`src/rtl/ps2_frame_gen.sv`:
```
// PS/2 device-side frame generator: queued bytes are sent as 11-bit frames on open-drain clk/data.
// Optional macro PS2_FRAME_GEN_ERR_EN adds per-byte parity/stop error injection (wr_perr, wr_serr).
module ps2_frame_gen #(
  parameter int HALF_CYC   = 1925,
  parameter int GAP_CYC    = 3850,
  parameter int FIFO_DEPTH = 8
) (
  input  logic                          clk,
  input  logic                          rst,
  input  logic                          wr_en,
  input  logic [7:0]                    wr_data,
`ifdef PS2_FRAME_GEN_ERR_EN
  input  logic                          wr_perr,
  input  logic                          wr_serr,
`endif
  output logic                          full,
  output logic [$clog2(FIFO_DEPTH):0]   level,
  output logic                          ovf,
  output logic                          busy,
  output logic                          frame_done,
  input  logic                          ps2_clk_in,
  output logic                          ps2_clk_low,
  output logic                          ps2_data_low
);

  localparam int AW   = $clog2(FIFO_DEPTH);
  localparam int LW   = AW + 1;
  localparam int CMAX = (HALF_CYC > GAP_CYC) ? HALF_CYC : GAP_CYC;
  localparam int CW   = $clog2(CMAX) + 1;
`ifdef PS2_FRAME_GEN_ERR_EN
  localparam int EW   = 10;
`else
  localparam int EW   = 8;
`endif
  localparam logic [CW-1:0] H_LAST  = CW'(HALF_CYC - 1);
  localparam logic [CW-1:0] H_MID   = CW'(HALF_CYC / 2);
  localparam logic [CW-1:0] G_LAST  = CW'(GAP_CYC - 1);
  localparam logic [CW-1:0] INH_MIN = CW'(3);
  localparam logic [LW-1:0] DEPTH_L = LW'(FIFO_DEPTH);

  typedef enum logic [2:0] {S_IDLE, S_HIGH, S_LOW, S_GAP, S_INHIB} state_t;

  state_t          state_q, state_d;
  logic [CW-1:0]   cnt_q, cnt_d;
  logic [3:0]      bit_q, bit_d;
  logic            clk_low_q, clk_low_d;
  logic            data_low_q, data_low_d;
  logic            done_q, done_d;
  logic            ovf_q, ovf_d;
  logic [1:0]      sync_q;
  logic            clk_s;

  logic [EW-1:0]   mem [FIFO_DEPTH];
  logic [AW-1:0]   wp_q, rp_q;
  logic [LW-1:0]   level_q, level_d;
  logic [EW-1:0]   entry_in;
  logic [EW-1:0]   head;
  logic            push, pop;

  // Line level for frame bit idx of entry e: start, d0..d7, odd parity, stop.
  function automatic logic bit_val(input logic [EW-1:0] e, input logic [3:0] idx);
    logic [3:0] k;
    logic       v;
    k = idx - 4'd1;
    case (idx)
      4'd0:    v = 1'b0;
      4'd9:    v = ~^e[7:0];
      4'd10:   v = 1'b1;
      default: v = e[k[2:0]];
    endcase
`ifdef PS2_FRAME_GEN_ERR_EN
    if (idx == 4'd9)  v = v ^ e[8];
    if (idx == 4'd10) v = v & ~e[9];
`endif
    return v;
  endfunction

`ifdef PS2_FRAME_GEN_ERR_EN
  assign entry_in = {wr_serr, wr_perr, wr_data};
`else
  assign entry_in = wr_data;
`endif

  assign clk_s = sync_q[1];
  assign head  = mem[rp_q];
  assign full  = (level_q == DEPTH_L);
  // A push while full is still accepted when the same cycle pops the head.
  assign push  = wr_en & (~full | pop);
  assign ovf_d = wr_en & full & ~pop;

  always_comb begin
    level_d = level_q;
    if (push && !pop)      level_d = level_q + LW'(1);
    else if (pop && !push) level_d = level_q - LW'(1);
  end

  always_comb begin
    state_d    = state_q;
    cnt_d      = cnt_q + CW'(1);
    bit_d      = bit_q;
    clk_low_d  = clk_low_q;
    data_low_d = data_low_q;
    done_d     = 1'b0;
    pop        = 1'b0;
    case (state_q)
      S_IDLE: begin
        clk_low_d  = 1'b0;
        data_low_d = 1'b0;
        cnt_d      = '0;
        if (level_q != '0) begin
          if (clk_s) begin
            state_d = S_HIGH;
            bit_d   = 4'd0;
          end else begin
            state_d = S_INHIB;
          end
        end
      end
      S_HIGH: begin
        clk_low_d = 1'b0;
        if (cnt_q == H_MID) data_low_d = ~bit_val(head, bit_q);
        // Early HIGH counts still see our own released clock through the synchroniser.
        if (cnt_q >= INH_MIN && !clk_s) begin
          state_d    = S_INHIB;
          data_low_d = 1'b0;
          cnt_d      = '0;
        end else if (cnt_q == H_LAST) begin
          state_d   = S_LOW;
          clk_low_d = 1'b1;
          cnt_d     = '0;
        end
      end
      S_LOW: begin
        if (cnt_q == H_LAST) begin
          cnt_d     = '0;
          clk_low_d = 1'b0;
          if (bit_q < 4'd10) begin
            bit_d   = bit_q + 4'd1;
            state_d = S_HIGH;
          end else begin
            state_d    = S_GAP;
            data_low_d = 1'b0;
            pop        = 1'b1;
            done_d     = 1'b1;
          end
        end
      end
      S_GAP: begin
        clk_low_d  = 1'b0;
        data_low_d = 1'b0;
        if (cnt_q == G_LAST) begin
          state_d = S_IDLE;
          cnt_d   = '0;
        end
      end
      S_INHIB: begin
        clk_low_d  = 1'b0;
        data_low_d = 1'b0;
        cnt_d      = '0;
        if (clk_s) state_d = S_GAP;
      end
      default: begin
        state_d    = S_IDLE;
        clk_low_d  = 1'b0;
        data_low_d = 1'b0;
        cnt_d      = '0;
      end
    endcase
  end

  always_ff @(posedge clk or negedge rst) begin
    if (!rst) begin
      state_q    <= S_IDLE;
      cnt_q      <= '0;
      bit_q      <= 4'd0;
      clk_low_q  <= 1'b0;
      data_low_q <= 1'b0;
      done_q     <= 1'b0;
      ovf_q      <= 1'b0;
      sync_q     <= 2'b11;
      wp_q       <= '0;
      rp_q       <= '0;
      level_q    <= '0;
    end else begin
      state_q    <= state_d;
      cnt_q      <= cnt_d;
      bit_q      <= bit_d;
      clk_low_q  <= clk_low_d;
      data_low_q <= data_low_d;
      done_q     <= done_d;
      ovf_q      <= ovf_d;
      sync_q     <= {sync_q[0], ps2_clk_in};
      level_q    <= level_d;
      if (push) wp_q <= wp_q + AW'(1);
      if (pop)  rp_q <= rp_q + AW'(1);
    end
  end

  // Queue storage carries no reset; occupancy and pointers define validity.
  always_ff @(posedge clk) begin
    if (push) mem[wp_q] <= entry_in;
  end

  assign level        = level_q;
  assign ovf          = ovf_q;
  assign busy         = (state_q != S_IDLE) | (level_q != '0);
  assign frame_done   = done_q;
  assign ps2_clk_low  = clk_low_q;
  assign ps2_data_low = data_low_q;

endmodule

```
`config.mk`:
```
export PLATFORM = sky130hd
export DESIGN_NAME = ps2_frame_gen
export DESIGN_NICKNAME = d
export VERILOG_FILES = /design/src/rtl/ps2_frame_gen.sv
export SDC_FILE = /design/constraint.sdc
export NUM_CORES = 1
export LEC_CHECK = 0
export ABC_CLOCK_PERIOD_IN_PS = 2900
export CAP_MARGIN = 25
export CORE_ASPECT_RATIO = 0.5
export CORE_MARGIN = 5
export CORE_UTILIZATION = 50
export CTS_BUF_LIST = sky130_fd_sc_hd__clkbuf_8
export DETAILED_ROUTE_END_ITERATION = 10
export PLACE_DENSITY = 0.71
export SLEW_MARGIN = 25
export SYNTH_ARGS = -nofsm -noshare
export SYNTH_HDL_FRONTEND = slang
export SYNTH_SLANG_ARGS = --single-unit
```
`constraint.sdc`:
```
create_clock -name clk -period 2.9 [get_ports clk]
set_clock_uncertainty 0.05 [all_clocks]
set_input_delay 0.87 -clock clk [delete_from_list [all_inputs] [get_ports clk]]
set_output_delay 0.87 -clock clk [all_outputs]
set_load 0.005 [all_outputs]
```
# == Yosys cells after proc, flatten, opt, wreduce, memory -nomap -nowiden ==
# Memories as Yosys holds them, arrays and structs flattened.
# Cells that the tools add are included.
# op_classes
magnitude_cmp,3
bitwise,8
mux,39
n_reduce_logical,16
addsub,7
eq_ne,19
# op_table
operator,count
2-to-1 mux 13 bit,3
one-hot mux 13 bit (3 select lines),1
2-to-1 mux 4 bit,6
2-to-1 mux 3 bit,7
2-to-1 mux 1 bit,15
one-hot mux 3 bit (5 select lines),1
"!= test 2 bit, second input constant",7
"adder 13 x 1 -> 13 bit, second input constant",1
"equality test 13 x 10 -> 1 bit, second input constant",1
"equality test 13 x 11 -> 1 bit, second input constant",1
"equality test 13 x 12 -> 1 bit, second input constant",1
"greater-or-equal comparator 13 x 2 -> 1 bit, second input constant",1
"equality test 4 bit, second input constant",3
AND reduction 5 bit,2
"adder 4 x 1 -> 4 bit, second input constant",2
one-hot mux 4 bit (2 select lines),1
XNOR reduction 8 bit,1
"adder 3 x 1 -> 3 bit, second input constant",2
"equality test 3 x 2 -> 1 bit, second input constant",2
"!= test 3 bit, second input constant",2
logical NOT 4 bit,1
"< comparator 3 x 4 -> 1 bit, second input constant",1
"< comparator 4 bit, second input constant",1
one-hot mux 1 bit (2 select lines),2
17 further kinds,27
# totals
regBits,36
ram_bits,64
input_bits,12
mem_count,1
out_inout_bits,10
word_cells,104
# memory_table
memory,depth,word_bits,rd,rd_clocked_by_memory_dff,wr,line_no,source
mem,8,8,1,0,1,53,logic [EW-1:0] mem [FIFO_DEPTH];

# == Logic depth before layout (Yosys ltp) ==
# Gate-level depths: netlist of the first run.
# depth
ltp_word,10
ltp_mapped,14
depth_no_buf,14

# == Worst setup path after synthesis of the first run ==
# OpenSTA, ideal clock, no wires.
# synth_path
path_kind,reg2reg
startpoint,register state_q[2]
endpoint,"register level_q[3], in the netlist level[3]"
path_stages_with_launch,15
setup_ns,0.125
path_buffers,1
required_ns,2.725
period_less_slack_ns,2.956
arrival_time_ns,2.781
setup_slack_ns,-0.056
path_cell_list,dfrtp_1 clkbuf_1 nand2b_1 or2_2 nor2_1 nand2_2 a21boi_4 ha_1 inv_1 ha_1 a21o_1 a21oi_1 xnor2_1 nor2_1 xor2_1
# synth_via
elab_chain_cells,7
elab_cells_between_ends,10
classes_between,eq/ne: 1; mux: 2; bitwise: 2; reduce/logical: 5
# synth_rtl
element,line_no,source
from (decl),43,"state_t state_q, state_d;"
from (signal assigned),185,state_q <= state_d;
equality test 3 x 2 -> 1 bit *,105,case (state_q)
2-to-1 mux 1 bit *,105,
bitwise OR 1 bit *,88,assign push = wr_en & (~full | pop);
bitwise AND 1 bit *,88,
net push,58,"logic push, pop;"
logical NOT 1 bit,94,else if (pop && !push) level_d = level_q - LW'(1);
logical AND 1 bit,94,
nonzero test 2 bit (no source line),n/a,
to (signal assigned),193,level_q <= level_d;
to (decl),55,"logic [LW-1:0] level_q, level_d;"
# Mark *: on every way through the listed nets, which the timed path passes. The rest lies on a longest branch.
# A chain may end at the register's enable or synchronous reset.

# == Worst setup path after layout of the first run ==
# layout_path
startpoint,"register level_q[1], in the netlist level[1]"
endpoint,output full
# layout_via
elab_chain_cells,1
# layout_rtl
element,line_no,source
equality test 4 bit,86,assign full = (level_q == DEPTH_L);
to (decl),16,"output logic full,"
# No other way between the ends.

==> results.yml, run 1 <==
outcome:
  status: "finished, final reports clean"
global_route:
  grt_pass1_wl_um: 14600
  antenna_found_initial: 0
  grt_max_degree: 37
  grt_pass1_vias: 2941
  grt_usage_pct: 16.1
  overflow: 0
drt:
  drt-pass1-iter-count: 4
  drc_errors: 0
  wl_um: 8640
  ant_nets: 0
  wl_per_cell_um: 17.3
  drtIter0Drc: 155
  routed_via_density: 5.58
  vias: 2778
clocking:
  cts_htree_levels: 3
  hold_buffers: 0
  cts_sinks: 100
  clk_path_buf_depth: 2
  cts_tree: "yes"
  cts_inserted_buffers: 9
  cts_root_buffer: "clkbuf_8"
  clk_pin_slew_ns: 0.10
  worstSkewPairLatency_ns: 0.36
power_and_ir_drop:
  cellPowerDensity_nw_per_um2: 759
  p_int_w: 0.00268
  p_comb_share_pct: 30.7
  p_sw_w: 0.00135
  ir_drop_mv: 0.299
  clkPwrFrac_pct: 21.2
  sw_frac_of_total_pct: 33.5
  seq_power_share_pct: 48.1
  p_leak_nw: 1.99
setup_path:
  critPathMaxFanout: 5
  startpoint: "level[1]"
  required_ns: 1.98
  critical_path_class: "reg2out"
  regToRegStartpoint: "state_q[2]"
  startpoint_type: "register"
  cp-end-kind: "output pin"
  critPathArrivalTime_ns: 1.86
die:
  initial_core_util_pct: 52.4
  die_x_um: 146
  ios: 22
  rows: 24
  dieHeight_um: 78.1
  fp.coreArea_um2: 8860
  die_area_um2: 11400
timing:
  fin_ws_ns: 0.121
  drv_slew: 0
  tightest_slew_ns: 0.797
  slew-limit-headroom_pct: 46.9
  rsz0062_at_grt: "no"
  fin_crit_ns: 2.78
  hold_viol_final: 0
  min_period_over_period_pct: 95.8
  finalSetupViolCount: 0
  fmax_mhz: 360
logic_synthesis:
  synth_ff_type: "edfxtp_1"
  synth-seq-cells: 100
  syn_nets: 356
  syn_avg_cell_area_um2: 14.1
  synth_edf_count: 64
  ys_seq_area_share_pct: 60.9
  async_flop_share_pct: 36.0
  syn-cell-area_um2: 4640
  syn_inst: 330
  ys_types: 56
  yosys_warnings: 0
finish:
  fillers: 657
  layout-drive-gt1-share_pct: 18.1
  area.growth.synth_to_final_pct: 14.7
  num_antenna_cells: 0
  multi_input_area_um2: 1720
  finalNonFillerCells: 498
  finalNetCount: 402
  regArea_um2: 2830
min_path:
  min_path_type: "reg2reg"
  min_from: "sync_q[0]"
placement:
  dp_slack_ns: -0.0195
  globalplace.congestion: 0.829
  numPortBuffers: 21
  post-place-cells: 480
  dp_hpwl_um: 6110
flow_run:
  drv_cap: 0
[cell type report]
class                           instances  share of cell area (%)
Clock buffer                            9                    2.33
Clock inverter                          7                    1.32
Inverter                                6                   0.423
Multi-Input combinational cell        211                    32.4
Sequential cell                       100                    53.1
Tap cell                              117                    2.75
Timing Repair Buffer                   48                    7.67
[stage by stage]
stage | utilization, % | instance area (um2) | total power [W] | TNS [ns] | hold WS (ns)
final | 60.1 | 5320 | 0.00404 | 0 | 0.313
after global routing | 60.1 | 5320 | 0.00428 | 0 | 0.317
after CTS | 59.7 | 5290 | 0.00406 | 0 | 0.314
after detailed placement | 57.5 | 5100 | 0.00319 | -0.0195 | 0.300
after global placement | 57.5 | 5100 | 0.00310 | 0 | 0.300
after floorplan | - | 4640 | 0.00273 | 0 | 0.295
[sequential cells by signal, summed over array words and instances, names as in the netlist]
signal,flops
mem,64
bit_q,4
level,4
cnt_q,13
ps2_data_low,1
rp_q,3
frame_done,1
wp_q,3
ovf,1
sync_q,2
state_q,3
ps2_clk_low,1
[power groups by stage]
| stage | clock [W] | sequential, W | combinational [W] |
|---|---|---|---|
| 3_5_place_dp | 0 | 0.00196 | 0.00123 |
| 4_1_cts | 0.000891 | 0.00194 | 0.00124 |
| 6_report | 0.000855 | 0.00194 | 0.00124 |
| 5_1_grt | 0.000945 | 0.00197 | 0.00137 |
| 2_1_floorplan | 0 | 0.00192 | 0.000812 |
| 3_3_place_gp | 0 | 0.00195 | 0.00115 |
[critical path: stages, from the launching register on]
cell and delay (ns):
dfrtp_1 0.47, nor3_2 0.23, and2_1 0.25, clkdlybuf4s50_1 0.54
[logic make-up after synthesis]
group                      count (synthesis)  synth area share (%)
and+or+nand+nor                          105                  11.9
DFF                                      100                  60.9
AOI/OAI and AO/OA                         33                  5.77
muxes                                     32                  9.95
xor gates and xnor gates                  27                  5.26
buffers and inverters                     19                  2.27
adders and majority gates                 14                  3.94
[repair_timing]
action                     in CTS  in global routing
setup endpoints to repair       0                  3
gates resized for setup         0                  3
buffers inserted                0                  2
[cells in the final DEF (no fill, tap or decap), types with 3 or more instances in the layout]
cell type and count:
nand3_1 9, dfrtp_1 34, nand2_1 16, ha_1 13
a221oi_1 8, nor2_1 39, nor2b_1 4, xor2_1 10
a211oi_1 3, inv_1 6, buf_4 27, mux2_2 3
edfxtp_1 64, xnor2_1 16, clkdlybuf4s50_1 20, and3_1 3
nor3_1 7, nand2b_1 6, mux4_2 7, mux2i_1 18
nand4_1 3, mux4_1 3, o21ai_0 6, clkbuf_8 9
[final timing paths]
| check | to | slack (ns) | cells past startpoint |
|---|---|---|---|
| setup / recovery | full | 0.12 | 3 |
| hold / removal | sync_q[1] | 0.31 | 0 |
| setup reg to reg | level[3] | 0.18 | 13 |
| hold reg to reg | sync_q[1] | 0.31 | 0 |
| max in group asynchronous | cnt_q[12] | 1.77 | 1 |
| min in group asynchronous | cnt_q[10] | 0.53 | 1 |
[Yosys cell counts (2+ instances only)]
library cell / instances / share of area, %
edfxtp_1: 64 / 41
nor2_1: 40 / 3.2
dfrtp_1: 34 / 18
mux2i_1: 18 / 3.9
nand2_1: 16 / 1.3
xnor2_1: 16 / 3.0
ha_1: 13 / 3.5
xor2_1: 10 / 1.9
nand3_1: 9 / 0.97
a221oi_1: 8 / 1.5
nor3_1: 8 / 0.86
mux4_2: 7 / 3.4
inv_1: 6 / 0.49
nand2b_1: 6 / 0.81
o21ai_0: 6 / 0.65
clkbuf_1: 5 / 0.40
nor2b_1: 4 / 0.54
a211oi_1: 3 / 0.49
and3_1: 3 / 0.40
buf_6: 3 / 0.73
mux2_2: 3 / 0.73
mux4_1: 3 / 1.7
nand4_1: 3 / 0.40
a21oi_1: 2 / 0.22
and2_1: 2 / 0.27
and4_1: 2 / 0.38
buf_2: 2 / 0.22
buf_4: 2 / 0.32
dfstp_2: 2 / 1.1
nor4_4: 2 / 0.92
o211ai_1: 2 / 0.32
o21a_1: 2 / 0.32
[per-layer routing]
metal  track usage [%]  vias to the layer above  share of wire [%]
li1                  -                     1311                  -
met3              4.14                       12                5.0
met5                 0                        -                  0
met1              20.6                     1382                 45
met4              5.63                        0                1.4
met2              27.2                       73                 49
Note: power is estimated with default switching activity, not from simulation.
==> run 2, diff against run 1 <==
SKIP_LAST_GASP = 1   (was default)
==> results of run 2 <==
No change in the layout: final DEF, timing and power equal those of run 1.
==> run 3, diff against run 2 <==
GPL_TIMING_DRIVEN = 0   (was default)
==> run 3 against run 2 <==
Setup slack got worse by 0.022 ns; non-clock buffer count fell by 6; final cell count fell by 1.2%; clock-buffer cell count did not move; utilization rose by 0.20 points; combinational power fell by 9.7%; fmax fell by 0.78%; first-iteration DRC count fell by 19%; wire length fell by 4.7%; sequential share of layout area fell by 0.057 points; register-to-register slack got worse by 0.08 ns; cell area rose by 0.33%; largest power group unchanged.
==> results.yml, run 3 (synthesis gave the netlist of run 1 again) <==
timing:
  hold_viol_final: 0
  slew-limit-headroom_pct: 49.0
  fin_crit_ns: 2.80
  fin_ws_ns: 0.0994
  fmax_mhz: 357
  tightest_slew_ns: 0.762
  finalSetupViolCount: 0
  min_period_over_period_pct: 96.6
  drv_slew: 0
placement:
  globalplace.congestion: 0.877
  dp_hpwl_um: 5780
  postPlaceCellArea_um2: 5020
  post-place-cells: 469
  dp_slack_ns: -0.401
  numPortBuffers: 21
finish:
  reg_top3: "mem: 64 flops, cnt_q: 13 flops"
  area.growth.synth_to_final_pct: 15.1
  finalNetCount: 396
  top_register: "mem"
  layout_commonest_cell: "edfxtp_1"
  fillers: 647
  regArea_um2: 2830
  finalNonFillerCells: 492
  layout_common_cells: "64 x edfxtp_1, 39 x nor2_1, 29 x dfrtp_1, 20 x clkdlybuf4s50_1, 18 x mux2i_1"
  num_antenna_cells: 0
  multi_input_area_um2: 1760
  final_util_pct: 60.3
  layout-drive-gt1-share_pct: 18.9
  fin_area_um2: 5340
  largest_register_ffs: 64
die:
  die_area_um2: 11400
  die_x_um: 146
  fp.coreArea_um2: 8860
  initial_core_util_pct: 52.4
  dieHeight_um: 78.1
  ios: 22
  rows: 24
flow_run:
  drv_cap: 0
power_and_ir_drop:
  ir_drop_mv: 0.265
  total_power_w: 0.00398
  cellPowerDensity_nw_per_um2: 745
  p_leak_nw: 1.98
global_route:
  grt_pass1_wl_um: 14000
  overflow: 0
  grt_pass1_vias: 2797
  grt_usage_pct: 15.7
  grt_max_degree: 25
  antenna_found_initial: 0
drt:
  drt-pass1-iter-count: 4
  wl_per_cell_um: 16.7
  drtIter0Drc: 126
  vias: 2749
  routed_via_density: 5.59
  wl_um: 8230
  drc_errors: 0
  ant_nets: 0
setup_path:
  startpoint_type: "register"
  required_ns: 3.12
  critPathArrivalTime_ns: 3.02
  critical_path_class: "reg2reg"
  critPathMaxFanout: 7
  cp-end-kind: "register"
clocking:
  cts_htree_levels: 3
  hold_buffers: 0
  cts_sinks: 100
  clk_path_buf_depth: 2
  cts_tree: "yes"
  clk_pin_slew_ns: 0.10
  worstSkewPairLatency_ns: 0.38
  cts_root_buffer: "clkbuf_8"
  cts_inserted_buffers: 9
min_path:
  min_path_type: "reg2reg"
outcome:
  status: "finished, final reports clean"
==> run 3: metal layers <==
metal / wire length (um) / GRT usage [%] / vias up
met3: 369 / 4.78 / 10
li1: - / - / 1297
met1: 3670 / 19.6 / 1386
met2: 4060 / 26.3 / 56
met5: 0 / 0 / -
met4: 129 / 6.29 / 0
==> run 3: repair_timing <==
item,4_1_cts,5_1_grt
gates resized for setup,3,7
pin swaps,3,1
gates cloned,0,0
setup endpoints to repair,67,59
setup buffers,6,6
==> run 3: worst max-delay path, cell delays in order, from the launching register on <==
cell	delay (ns)
dfrtp_2	0.47
nand4bb_4	0.27
nor4_4	0.38
nand2_4	0.11
a21boi_4	0.17
ha_1	0.19
inv_1	0.09
ha_1	0.27
a21o_1	0.18
a21oi_1	0.17
xnor2_1	0.14
nor2_1	0.07
xor2_1	0.14
==> run 3: final cells by class <==
type,count,share of cell area (%)
clock buffers,9,2.32
multi-input cells,211,33.0
plain buffers,8,1.20
repair buffers,34,5.91
flip-flops and latches,100,53.0
clock inverters,7,1.41
well taps,117,2.74
inverters,6,0.422
==> run 3: worst paths after layout <==
check,startpoint,to,slack [ns],depth (start not counted)
worst max register to register,cnt_q[3],level[3],0.1,12
worst min-delay path,sync_q[0],sync_q[1],0.31,0
max in group asynchronous,rst,sync_q[1],1.96,2
min in group asynchronous,rst,ps2_data_low,0.32,1
worst max-delay path,cnt_q[3],level[3],0.1,12
worst min register to register,sync_q[0],sync_q[1],0.31,0
==> run 3: where the power goes <==
| group | switching [W] | internal, W |
|---|---|---|
| registers | 0.000211 | 0.00178 |
| clock network | 0.000533 | 0.000341 |
| logic | 0.000580 | 0.000536 |
==> run 3: stage by stage <==
stage          hold slack, ns   TNS, ns
2_1_floorplan           0.295         0
3_3_place_gp            0.300    -14.74
3_5_place_dp            0.300    -11.75
4_1_cts                 0.315         0
5_1_grt                 0.323  -0.00616
6_report                0.314         0
